[config.mk]
export PLATFORM = sky130hd
export DESIGN_NAME = pipeline_ctrl_flat
export DESIGN_NICKNAME = d
export VERILOG_FILES = /design/src/rtl/pipeline_pkg.sv /design/src/rtl/pipeline_ctrl_if.sv /design/src/rtl/fwd_select.sv /design/src/rtl/pipeline_ctrl.sv /design/src/flat_wrapper.sv
export SDC_FILE = /design/constraint.sdc
export NUM_CORES = 1
export LEC_CHECK = 0
export ABC_CLOCK_PERIOD_IN_PS = 1800
export CORE_ASPECT_RATIO = 1.1
export CORE_MARGIN = 1.5
export CORE_UTILIZATION = 39
export DETAILED_ROUTE_END_ITERATION = 16
export GPL_ROUTABILITY_DRIVEN = 0
export PLACE_DENSITY = 0.86
export REMOVE_ABC_BUFFERS = 1
export SYNTH_ARGS = -nofsm -noshare
export SYNTH_HDL_FRONTEND = slang
export SYNTH_SLANG_ARGS = --single-unit
[constraint.sdc]
create_clock -name clock -period 1.8 [get_ports clock]
set_input_delay 0.27 -clock clock [delete_from_list [all_inputs] [get_ports clock]]
set_output_delay 0.27 -clock clock [all_outputs]
set_load 0.005 [all_outputs]
[src/rtl/pipeline_pkg.sv]
// Shared types for the pipeline hazard controller: FSM state and the
// per-operand forward-select encodings.
package pipeline_pkg;

  localparam int unsigned FWD_SEL_W = 2;

  typedef enum logic [1:0] {
    ST_RUN    = 2'd0,
    ST_MCBUSY = 2'd1,
    ST_MCDONE = 2'd2
  } pipe_state_t;

  typedef enum logic [FWD_SEL_W-1:0] {
    FWD_REG = 2'b00,
    FWD_WB  = 2'b01,
    FWD_M   = 2'b10
  } fwd_sel_t;

endpackage

[src/rtl/pipeline_ctrl_if.sv]
// Pipeline control bus: decode/execute/memory/writeback hazard inputs and
// the forward/stall/flush controls plus performance counters.
// master: pipeline datapath side (drives stage info, receives controls)
// slave : hazard controller side
interface pipeline_ctrl_if #(
  parameter int unsigned ADDRESSWIDTH = 4,
  parameter int unsigned NUMSRC       = 2,
  parameter int unsigned CNTWIDTH     = 16
);
  logic [NUMSRC*ADDRESSWIDTH-1:0] srcAddrD;
  logic [NUMSRC-1:0]              srcValidD;
  logic [NUMSRC*ADDRESSWIDTH-1:0] srcAddrE;
  logic [NUMSRC-1:0]              srcValidE;
  logic [ADDRESSWIDTH-1:0]        destAddrE;
  logic                           writeEnableE;
  logic                           isLoadE;
  logic                           isMultiE;
  logic [ADDRESSWIDTH-1:0]        destAddrM;
  logic                           writeEnableM;
  logic [ADDRESSWIDTH-1:0]        destAddrWB;
  logic                           writeEnableWB;
  logic                           takeBranchE;
  logic [2*NUMSRC-1:0]            forwardSelE;
  logic                           stallF;
  logic                           stallD;
  logic                           stallE;
  logic                           flushD;
  logic                           flushE;
  logic                           bubbleM;
  logic [CNTWIDTH-1:0]            stallCycles;
  logic [CNTWIDTH-1:0]            flushCount;

  modport master (
    output srcAddrD, srcValidD, srcAddrE, srcValidE, destAddrE, writeEnableE,
           isLoadE, isMultiE, destAddrM, writeEnableM, destAddrWB,
           writeEnableWB, takeBranchE,
    input  forwardSelE, stallF, stallD, stallE, flushD, flushE, bubbleM,
           stallCycles, flushCount
  );

  modport slave (
    input  srcAddrD, srcValidD, srcAddrE, srcValidE, destAddrE, writeEnableE,
           isLoadE, isMultiE, destAddrM, writeEnableM, destAddrWB,
           writeEnableWB, takeBranchE,
    output forwardSelE, stallF, stallD, stallE, flushD, flushE, bubbleM,
           stallCycles, flushCount
  );
endinterface

[src/rtl/fwd_select.sv]
// Forward select for one Execute-stage source operand.
// Ports: src_addr_i/src_valid_i operand, dest_m_i/we_m_i Memory-stage
// writer, dest_wb_i/we_wb_i Writeback-stage writer, sel_o select (comb).
module fwd_select
  import pipeline_pkg::*;
#(
  parameter int unsigned ADDRESSWIDTH = 4
) (
  input  logic [ADDRESSWIDTH-1:0] src_addr_i,
  input  logic                    src_valid_i,
  input  logic [ADDRESSWIDTH-1:0] dest_m_i,
  input  logic                    we_m_i,
  input  logic [ADDRESSWIDTH-1:0] dest_wb_i,
  input  logic                    we_wb_i,
  output fwd_sel_t                sel_o
);

  // Memory stage holds the younger result, so it wins over Writeback.
  always_comb begin
    sel_o = FWD_REG;
    if (src_valid_i && we_m_i && (src_addr_i == dest_m_i)) begin
      sel_o = FWD_M;
    end else if (src_valid_i && we_wb_i && (src_addr_i == dest_wb_i)) begin
      sel_o = FWD_WB;
    end
  end

endmodule

[src/rtl/pipeline_ctrl.sv]
// Pipeline hazard controller: operand forwarding, load-use stall, branch
// flush, multi-cycle execute hold and saturating performance counters.
// Ports: clock, reset (sync active-low), bus (pipeline_ctrl_if.slave).
// Forward/stall/flush controls are combinational; counters are registered.
module pipeline_ctrl
  import pipeline_pkg::*;
#(
  parameter int unsigned ADDRESSWIDTH = 4,
  parameter int unsigned NUMSRC       = 2,
  parameter int unsigned MCLATENCY    = 4,
  parameter int unsigned CNTWIDTH     = 16
) (
  input logic            clock,
  input logic            reset,
  pipeline_ctrl_if.slave bus
);

  localparam int unsigned AW      = ADDRESSWIDTH;
  localparam int unsigned CW      = (MCLATENCY < 4) ? 1 : $clog2(MCLATENCY);
  localparam int unsigned MC_LOAD = (MCLATENCY >= 3) ? (MCLATENCY - 2) : 0;

  pipe_state_t         state_q, state_d, state_c;
  logic [CW-1:0]       cnt_q, cnt_d;
  logic                src_match_c;
  logic                lu_hazard_c;
  logic                mc_entry_c;
  logic                hold_c;
  logic                stall_f_c, stall_d_c, stall_e_c;
  logic                flush_d_c, flush_e_c, bubble_m_c;
  logic [CNTWIDTH-1:0] stall_cycles_q, stall_cycles_d;
  logic [CNTWIDTH-1:0] flush_count_q, flush_count_d;
  fwd_sel_t            fwd_sel_c [NUMSRC];
  logic [2*NUMSRC-1:0] fwd_pack_c;

  // One forward selector per Execute-stage source.
  for (genvar g = 0; g < NUMSRC; g++) begin : g_fwd
    fwd_select #(.ADDRESSWIDTH(AW)) u_fwd (
      .src_addr_i (bus.srcAddrE[g*AW +: AW]),
      .src_valid_i(bus.srcValidE[g]),
      .dest_m_i   (bus.destAddrM),
      .we_m_i     (bus.writeEnableM),
      .dest_wb_i  (bus.destAddrWB),
      .we_wb_i    (bus.writeEnableWB),
      .sel_o      (fwd_sel_c[g])
    );
  end

  always_comb begin
    fwd_pack_c = '0;
    for (int i = 0; i < NUMSRC; i++) begin
      fwd_pack_c[2*i +: 2] = fwd_sel_c[i];
    end
  end

  // Controls see RUN while reset is held so they stay meaningful in reset.
  assign state_c = reset ? state_q : ST_RUN;

  // Any valid Decode source reading the Execute-stage destination.
  always_comb begin
    src_match_c = 1'b0;
    for (int i = 0; i < NUMSRC; i++) begin
      if (bus.srcValidD[i] && (bus.srcAddrD[i*AW +: AW] == bus.destAddrE)) begin
        src_match_c = 1'b1;
      end
    end
  end

  assign lu_hazard_c = (state_c == ST_RUN) && bus.isLoadE && bus.writeEnableE &&
                       src_match_c && !bus.takeBranchE;
  assign mc_entry_c  = (state_c == ST_RUN) && bus.isMultiE && !bus.takeBranchE &&
                       (MCLATENCY >= 2);

  // FSM state register.
  always_ff @(posedge clock) begin
    if (!reset) begin
      state_q <= ST_RUN;
      cnt_q   <= '0;
    end else begin
      state_q <= state_d;
      cnt_q   <= cnt_d;
    end
  end

  // FSM next state; the counter tracks remaining MCBUSY cycles.
  always_comb begin
    state_d = state_c;
    cnt_d   = cnt_q;
    unique case (state_c)
      ST_RUN: begin
        if (mc_entry_c) begin
          if (MCLATENCY >= 3) begin
            state_d = ST_MCBUSY;
            cnt_d   = CW'(MC_LOAD);
          end else begin
            state_d = ST_MCDONE;
          end
        end
      end
      ST_MCBUSY: begin
        if (cnt_q == CW'(1)) begin
          state_d = ST_MCDONE;
          cnt_d   = '0;
        end else begin
          cnt_d = cnt_q - CW'(1);
        end
      end
      ST_MCDONE: state_d = ST_RUN;
      default:   state_d = ST_RUN;
    endcase
  end

  // FSM outputs: hold the front end while the multi-cycle op occupies E.
  always_comb begin
    hold_c     = mc_entry_c || (state_c == ST_MCBUSY);
    stall_f_c  = hold_c || lu_hazard_c;
    stall_d_c  = hold_c || lu_hazard_c;
    stall_e_c  = hold_c;
    bubble_m_c = hold_c;
    flush_d_c  = bus.takeBranchE;
    flush_e_c  = bus.takeBranchE || lu_hazard_c;
  end

  // Saturating performance counters.
  always_comb begin
    stall_cycles_d = stall_cycles_q;
    flush_count_d  = flush_count_q;
    if (stall_f_c && (stall_cycles_q != '1)) begin
      stall_cycles_d = stall_cycles_q + CNTWIDTH'(1);
    end
    if (bus.takeBranchE && (flush_count_q != '1)) begin
      flush_count_d = flush_count_q + CNTWIDTH'(1);
    end
  end

  always_ff @(posedge clock) begin
    if (!reset) begin
      stall_cycles_q <= '0;
      flush_count_q  <= '0;
    end else begin
      stall_cycles_q <= stall_cycles_d;
      flush_count_q  <= flush_count_d;
    end
  end

  assign bus.forwardSelE = fwd_pack_c;
  assign bus.stallF      = stall_f_c;
  assign bus.stallD      = stall_d_c;
  assign bus.stallE      = stall_e_c;
  assign bus.flushD      = flush_d_c;
  assign bus.flushE      = flush_e_c;
  assign bus.bubbleM     = bubble_m_c;
  assign bus.stallCycles = stall_cycles_q;
  assign bus.flushCount  = flush_count_q;

endmodule

[src/flat_wrapper.sv]
// flat-port wrapper written by rule: the top's interface ports become plain ports
module pipeline_ctrl_flat import pipeline_pkg::*;
#(
  parameter int unsigned ADDRESSWIDTH = 4,
  parameter int unsigned NUMSRC       = 2,
  parameter int unsigned MCLATENCY    = 4,
  parameter int unsigned CNTWIDTH     = 16
)
  (clock, reset, bus_srcAddrD, bus_srcValidD, bus_srcAddrE, bus_srcValidE, bus_destAddrE, bus_writeEnableE, bus_isLoadE, bus_isMultiE, bus_destAddrM, bus_writeEnableM, bus_destAddrWB, bus_writeEnableWB, bus_takeBranchE, bus_forwardSelE, bus_stallF, bus_stallD, bus_stallE, bus_flushD, bus_flushE, bus_bubbleM, bus_stallCycles, bus_flushCount);
  pipeline_ctrl_if #(.ADDRESSWIDTH(ADDRESSWIDTH), .NUMSRC(NUMSRC), .CNTWIDTH(CNTWIDTH)) bus_i ();
  input logic clock;
  input logic reset;
  input wire logic [$bits(bus_i.srcAddrD)-1:0] bus_srcAddrD;
  input wire logic [$bits(bus_i.srcValidD)-1:0] bus_srcValidD;
  input wire logic [$bits(bus_i.srcAddrE)-1:0] bus_srcAddrE;
  input wire logic [$bits(bus_i.srcValidE)-1:0] bus_srcValidE;
  input wire logic [$bits(bus_i.destAddrE)-1:0] bus_destAddrE;
  input wire logic [$bits(bus_i.writeEnableE)-1:0] bus_writeEnableE;
  input wire logic [$bits(bus_i.isLoadE)-1:0] bus_isLoadE;
  input wire logic [$bits(bus_i.isMultiE)-1:0] bus_isMultiE;
  input wire logic [$bits(bus_i.destAddrM)-1:0] bus_destAddrM;
  input wire logic [$bits(bus_i.writeEnableM)-1:0] bus_writeEnableM;
  input wire logic [$bits(bus_i.destAddrWB)-1:0] bus_destAddrWB;
  input wire logic [$bits(bus_i.writeEnableWB)-1:0] bus_writeEnableWB;
  input wire logic [$bits(bus_i.takeBranchE)-1:0] bus_takeBranchE;
  output wire logic [$bits(bus_i.forwardSelE)-1:0] bus_forwardSelE;
  output wire logic [$bits(bus_i.stallF)-1:0] bus_stallF;
  output wire logic [$bits(bus_i.stallD)-1:0] bus_stallD;
  output wire logic [$bits(bus_i.stallE)-1:0] bus_stallE;
  output wire logic [$bits(bus_i.flushD)-1:0] bus_flushD;
  output wire logic [$bits(bus_i.flushE)-1:0] bus_flushE;
  output wire logic [$bits(bus_i.bubbleM)-1:0] bus_bubbleM;
  output wire logic [$bits(bus_i.stallCycles)-1:0] bus_stallCycles;
  output wire logic [$bits(bus_i.flushCount)-1:0] bus_flushCount;
  assign bus_i.srcAddrD = bus_srcAddrD;
  assign bus_i.srcValidD = bus_srcValidD;
  assign bus_i.srcAddrE = bus_srcAddrE;
  assign bus_i.srcValidE = bus_srcValidE;
  assign bus_i.destAddrE = bus_destAddrE;
  assign bus_i.writeEnableE = bus_writeEnableE;
  assign bus_i.isLoadE = bus_isLoadE;
  assign bus_i.isMultiE = bus_isMultiE;
  assign bus_i.destAddrM = bus_destAddrM;
  assign bus_i.writeEnableM = bus_writeEnableM;
  assign bus_i.destAddrWB = bus_destAddrWB;
  assign bus_i.writeEnableWB = bus_writeEnableWB;
  assign bus_i.takeBranchE = bus_takeBranchE;
  assign bus_forwardSelE = bus_i.forwardSelE;
  assign bus_stallF = bus_i.stallF;
  assign bus_stallD = bus_i.stallD;
  assign bus_stallE = bus_i.stallE;
  assign bus_flushD = bus_i.flushD;
  assign bus_flushE = bus_i.flushE;
  assign bus_bubbleM = bus_i.bubbleM;
  assign bus_stallCycles = bus_i.stallCycles;
  assign bus_flushCount = bus_i.flushCount;
  pipeline_ctrl #(.ADDRESSWIDTH(ADDRESSWIDTH), .NUMSRC(NUMSRC), .MCLATENCY(MCLATENCY), .CNTWIDTH(CNTWIDTH)) u_core (.clock(clock), .reset(reset), .bus(bus_i));
endmodule
# [Word-level counts from Yosys, hierarchy flattened]
# Cells that the tools add are included.
[word_totals] reg_bits=36 inputBits=40 output_inout_bits=42 word_cells=56
[op_classes] addsub=3 eq_ne=11 muxes=13 reduce_logical=25
[op_table] operator="$add A16 B1 Y16 const B" n=2
[op_table] operator="$ne A16 B16 Y1 const B" n=2
[op_table] operator="$eq A4 B4 Y1" n=6
[op_table] operator="$logic_and A1 B1 Y1" n=18
[op_table] operator="$mux W2" n=7
[op_table] operator="$pmux W2 S2" n=2
[op_table] operator="$eq A2 B1 Y1 const B" n=2
[op_table] operator="$mux W1" n=4
[op_table] operator="$logic_or A1 B1 Y1" n=3
[op_table] operator="$logic_not A2 Y1" n=1
[op_table] operator="$ne A2 B1 Y1 const B" n=1
[op_table] operator="$reduce_and A2 Y1" n=1
[op_table] operator="$reduce_bool A2 Y1" n=1
[op_table] operator="$sub A2 B1 Y2 const B" n=1
[op_table] operator="$logic_not A1 Y1" n=1

# [Logic depth before layout (Yosys ltp)]
[depth] word_depth=8 ltp_mapped=8 mapped_depth_nobuf=7

# [Cells and area by module]
# From an unflattened synthesis, not the netlist that was laid out.
[unflattened] hier_cells=246 hier_area_um2=2094.5
[by_module_without_submodules] mod="pipeline_ctrl" n_inst=1 cells_per_inst=218 area_each_um2=1851.8 seq_area_each_um2=720.7
[by_module_without_submodules] mod="fwd_select" n_inst=2 cells_per_inst=14 area_each_um2=121.4 seq_area_each_um2=0.0

# [Least setup slack after synthesis]
# No wires, ideal clock.
[synth_path] path_kind="register -> register" startpoint="register u_core.stall_cycles_q[3], in the netlist u_core.bus.stallCycles[3]" endpoint="register u_core.stall_cycles_q[13], in the netlist u_core.bus.stallCycles[13]" setup_time_ps=71 arrival_ps=1728 required_ps=1729 path_slack_ps=1 path_stages_with_launch=6 n_path_buf=0 period_less_slack_ps=1799 path_cell_list="dfxtp_1 and4_4 nand3_4 or3_4 or4_1 a21oi_1"
[synth_between] elab_chain_cells=2 word_cells_on_any_way=3 cone_classes="add/sub: 1; eq/ne: 1; reduce/logical: 1"
[synth_lines] element="start, declared" line="pipeline_ctrl.sv:30" source="logic [CNTWIDTH-1:0] stall_cycles_q, stall_cycles_d;"
[synth_lines] element="start signal, assigned" line="pipeline_ctrl.sv:140" source="stall_cycles_q <= stall_cycles_d;"
[synth_lines] element="parallel branches: the longest is 2 deep, another holds $add A16 B1 Y16"
# Several ways; the timed one is not identified.
# A chain may end at the register's enable or synchronous reset.

# [Worst setup path after layout]
[layout_path] startpoint="register u_core.state_q[1]" endpoint="register u_core.stall_cycles_q[12], in the netlist u_core.bus.stallCycles[12]"
[layout_between] elab_chain_cells=8 word_cells_on_any_way=12 cone_classes="eq/ne: 1; mux: 1; reduce/logical: 10"
[layout_lines] element="start, declared" line="pipeline_ctrl.sv:22" source="pipe_state_t state_q, state_d, state_c;"
[layout_lines] element="start signal, assigned" line="pipeline_ctrl.sv:79" source="state_q <= state_d;"
[layout_lines] element="$mux W2 *" line="pipeline_ctrl.sv:56" source="assign state_c = reset ? state_q : ST_RUN;"
[layout_lines] element="$logic_not A2 Y1" line="pipeline_ctrl.sv:68, pipeline_ctrl.sv:70"
[layout_lines] element="$logic_and A1 B1 Y1 (3 in series)" line="pipeline_ctrl.sv:68" source="assign lu_hazard_c = (state_c == ST_RUN) && bus.isLoadE && bus.writeEnableE &&"
[layout_lines] element="$logic_and A1 B1 Y1" line="pipeline_ctrl.sv:69" source="src_match_c && !bus.takeBranchE;"
[layout_lines] element="$logic_or A1 B1 Y1 *" line="pipeline_ctrl.sv:115" source="stall_f_c = hold_c || lu_hazard_c;"
[layout_lines] element="$logic_and A1 B1 Y1 *" line="pipeline_ctrl.sv:127" source="if (stall_f_c && (stall_cycles_q != '1)) begin"
# Mark *: on every way between the ends. The rest lies on a longest branch, timed or not.

==> flow_metrics.py <==
metrics = {
    "status": {
        "status": "finished with violations",
        "violations": "negative setup slack",
    },
    "sta": {
        "worst-slew-pin-transition_ps": 389,
        "fin_ws_ps": -118,
        "maxSlewHeadroom": 0.738,
        "fin_worst_skew_ps": 4.49,
        "fin_crit_sh": 1.07,
        "setup_violations": 13,
        "finalHoldViolCount": 0,
        "period_minus_slack_ps": 1920,
        "tns_ps": -646,
        "fmax_mhz": 521,
        "grt_setup_unrepaired": "yes",
        "final_max_slew_viol_count": 0,
    },
    "grt": {
        "grt_pass1_wl_mm": 10.1,
        "grt_max_degree": 29,
        "grtUsageTotal": 0.219,
        "grt_pass1_vias": 2406,
        "antenna_found_initial": 0,
        "gr-total-overflow": 0,
    },
    "synth": {
        "ys_async_sr_fraction": 0,
        "synth-main-ff-cell": "dfxtp_1",
        "synth-seq-cells": 36,
        "seq_area_frac_synth": 0.350,
        "avgSynthCellArea_um2": 8.27,
        "yosys_warnings": 0,
        "synth_cells": 249,
        "synthDistinctLibCells": 40,
        "synth_edf_count": 0,
        "synthesis.area_um2": 2060,
    },
    "critical_path": {
        "cp.required_ps": 1970,
        "r2r_slack_ps": -120,
        "crit_path_start_kind": "flip-flop",
        "crit_type": "flip-flop to flip-flop",
        "rr_startpoint": "u_core.state_q[1]",
        "worstPathArrival_ps": 2090,
        "reg2reg_depth": 8,
        "crit_fanout": 14,
        "r2r-end": "u_core.bus.stallCycles[12]",
        "end_kind": "flip-flop",
    },
    "power_and_ir_drop": {
        "power_density_nw_per_um2": 548,
        "p_total_mw": 1.98,
        "peakVddDrop_v": 0.000458,
        "p_leak_nw": 1.43,
    },
    "final_layout": {
        "final_cells": 436,
        "drive_gt1_frac": 0.280,
        "fin_nets": 420,
        "fin_area_um2": 3620,
        "mostFrequentLayoutCell": "buf_4",
        "diodes": 0,
        "final_cell_mix": "46 x buf_4, 44 x clkdlybuf4s50_1, 31 x dfxtp_1",
        "num-fill-cells": 365,
        "areaGrowthSynthToFinish_pct": 75.7,
    },
    "die": {
        "core_area_um2": 5030,
        "fp.dieH_um": 79.2,
        "fp-row-count": 27,
        "die_w_um": 72.3,
        "start_util": 0.409,
        "die_area_um2": 5720,
        "io-pin-count": 82,
    },
    "cts": {
        "htreeDepth": 2,
        "cts_tree": "done",
        "cts_made_buffers": 5,
        "cts_sinks": 36,
        "ctsHoldBuffers": 0,
        "clockBufferDepth": 2,
        "clk_pin_slew_worst_paths_ps": 70,
        "cts_root_buf": "clkbuf_8",
        "clk_latency_ps": 290,
    },
    "job": {
        "cap_violations": 0,
    },
    "detailed_routing": {
        "drtAntennaViolNets": 0,
        "dr_total_vias": 2398,
        "top_layer": "met4",
        "wl_met3_um": 323,
        "met2WireLength_mm": 3.65,
        "drc": 0,
        "wl_met1_mm": 2.59,
        "dr.pass1.iters": 4,
        "vias_per_cell": 5.50,
        "dr.first_iter.drc_count": 128,
        "wl_per_cell_um": 15.3,
        "wl_mm": 6.67,
    },
    "place": {
        "place_hpwl_mm": 4.65,
        "dpl_cell_area_um2": 3260,
        "dp_cells": 422,
        "numPortBuffers": 81,
    },
    "min_path": {
        "worstHoldStart": "u_core.bus.stallCycles[15]",
        "hp-class": "flip-flop to flip-flop",
        "hold-path-endpoint": "u_core.bus.stallCycles[15]",
        "hold_depth": 2,
    },
}
==> synth_stat cells, drive strengths merged (3+ instances only) <==
cell	instances	area (um2)
a21oi	16	80.1
and3	6	37.5
buf	4	27.5
clkbuf	8	30.0
dfxtp	36	721
ha	3	37.5
inv	11	41.3
mux2i	5	50.1
nand2	17	63.8
nand2b	6	37.5
nand3	21	118
nand4	8	50.1
nor2	17	63.8
nor3	6	30.0
nor4	4	25.0
o21ai	4	20.0
o31ai	10	75.1
or3	5	36.3
or4	9	67.6
xnor2	20	175
xor2	15	131
==> final cells by class <==
class                   instances  area (um2)  area share
clock inverters                 1        30.0     0.00830
flip-flops and latches         36         729       0.202
inverters                      11        41.3      0.0114
well taps                      58        72.6      0.0201
repair buffers                133        1240       0.343
multi-input cells             190        1410       0.389
clock buffers                   7        96.3      0.0266
==> critical path, stage by stage, from the launching register on <==
cell	delay (ps)
dfxtp_2	340
o21ai_4	170
nand4_1	160
o22ai_4	220
a21oi_4	120
buf_4	160
clkbuf_16	160
o31ai_1	370
a21oi_2	110
==> power breakdown <==
group	internal (mW)	switching (mW)
combinational	0.217	0.163
clock	0.489	0.293
sequential	0.810	0.00967
==> worst max-delay path by stage <==
stage / start / endpoint / slack [ps]
2_1_floorplan: u_core.state_q[0] / bus_stallD / -270
3_3_place_gp: bus_destAddrE[2] / bus_stallF / -460
3_5_place_dp: bus_destAddrE[3] / u_core.bus.stallCycles[12] / -520
4_1_cts: bus_isLoadE / u_core.bus.stallCycles[6] / -100
5_1_grt: u_core.state_q[1] / u_core.bus.stallCycles[12] / -180
6_report: u_core.state_q[1] / u_core.bus.stallCycles[12] / -120
==> per-stage QoR <==
| step | setup slack, ps | hold WS [ps] | utilization |
|---|---|---|---|
| after global placement | -462 | 488 | 0.647 |
| final | -118 | 516 | 0.719 |
| after floorplan | -268 | 388 | - |
| after global routing | -180 | 542 | 0.719 |
| after detailed placement | -521 | 495 | 0.647 |
| after CTS | -95.5 | 504 | 0.678 |
==> per-layer routing <==
| layer | up-vias | global-route usage |
|---|---|---|
| met5 | - | 0 |
| met4 | 0 | 0.0868 |
| met3 | 10 | 0.0457 |
| met2 | 83 | 0.413 |
| met1 | 1157 | 0.234 |
| li1 | 1148 | - |
==> state kept, by name (all words and copies together), names as in the netlist <==
signal / cells
u_core.bus.flushCount: 16
u_core.bus.stallCycles: 16
u_core.cnt_q: 2
u_core.state_q: 2
==> logic make-up after synthesis <==
logic type | share of synthesized area
buf+inv | 0.0480
fa+ha+maj | 0.0182
flops | 0.350
simple gates | 0.289
xor+xnor | 0.149
compound gates | 0.121
mux | 0.0243
==> repair_timing <==
action | 4_1_cts | 5_1_grt
buffers inserted | 2 | 3
resized for setup | 60 | 41
pin swaps | 14 | 27
cloned | 0 | 2
setup endpoints to repair | 24 | 32
Power figures use the tool's default switching activity.
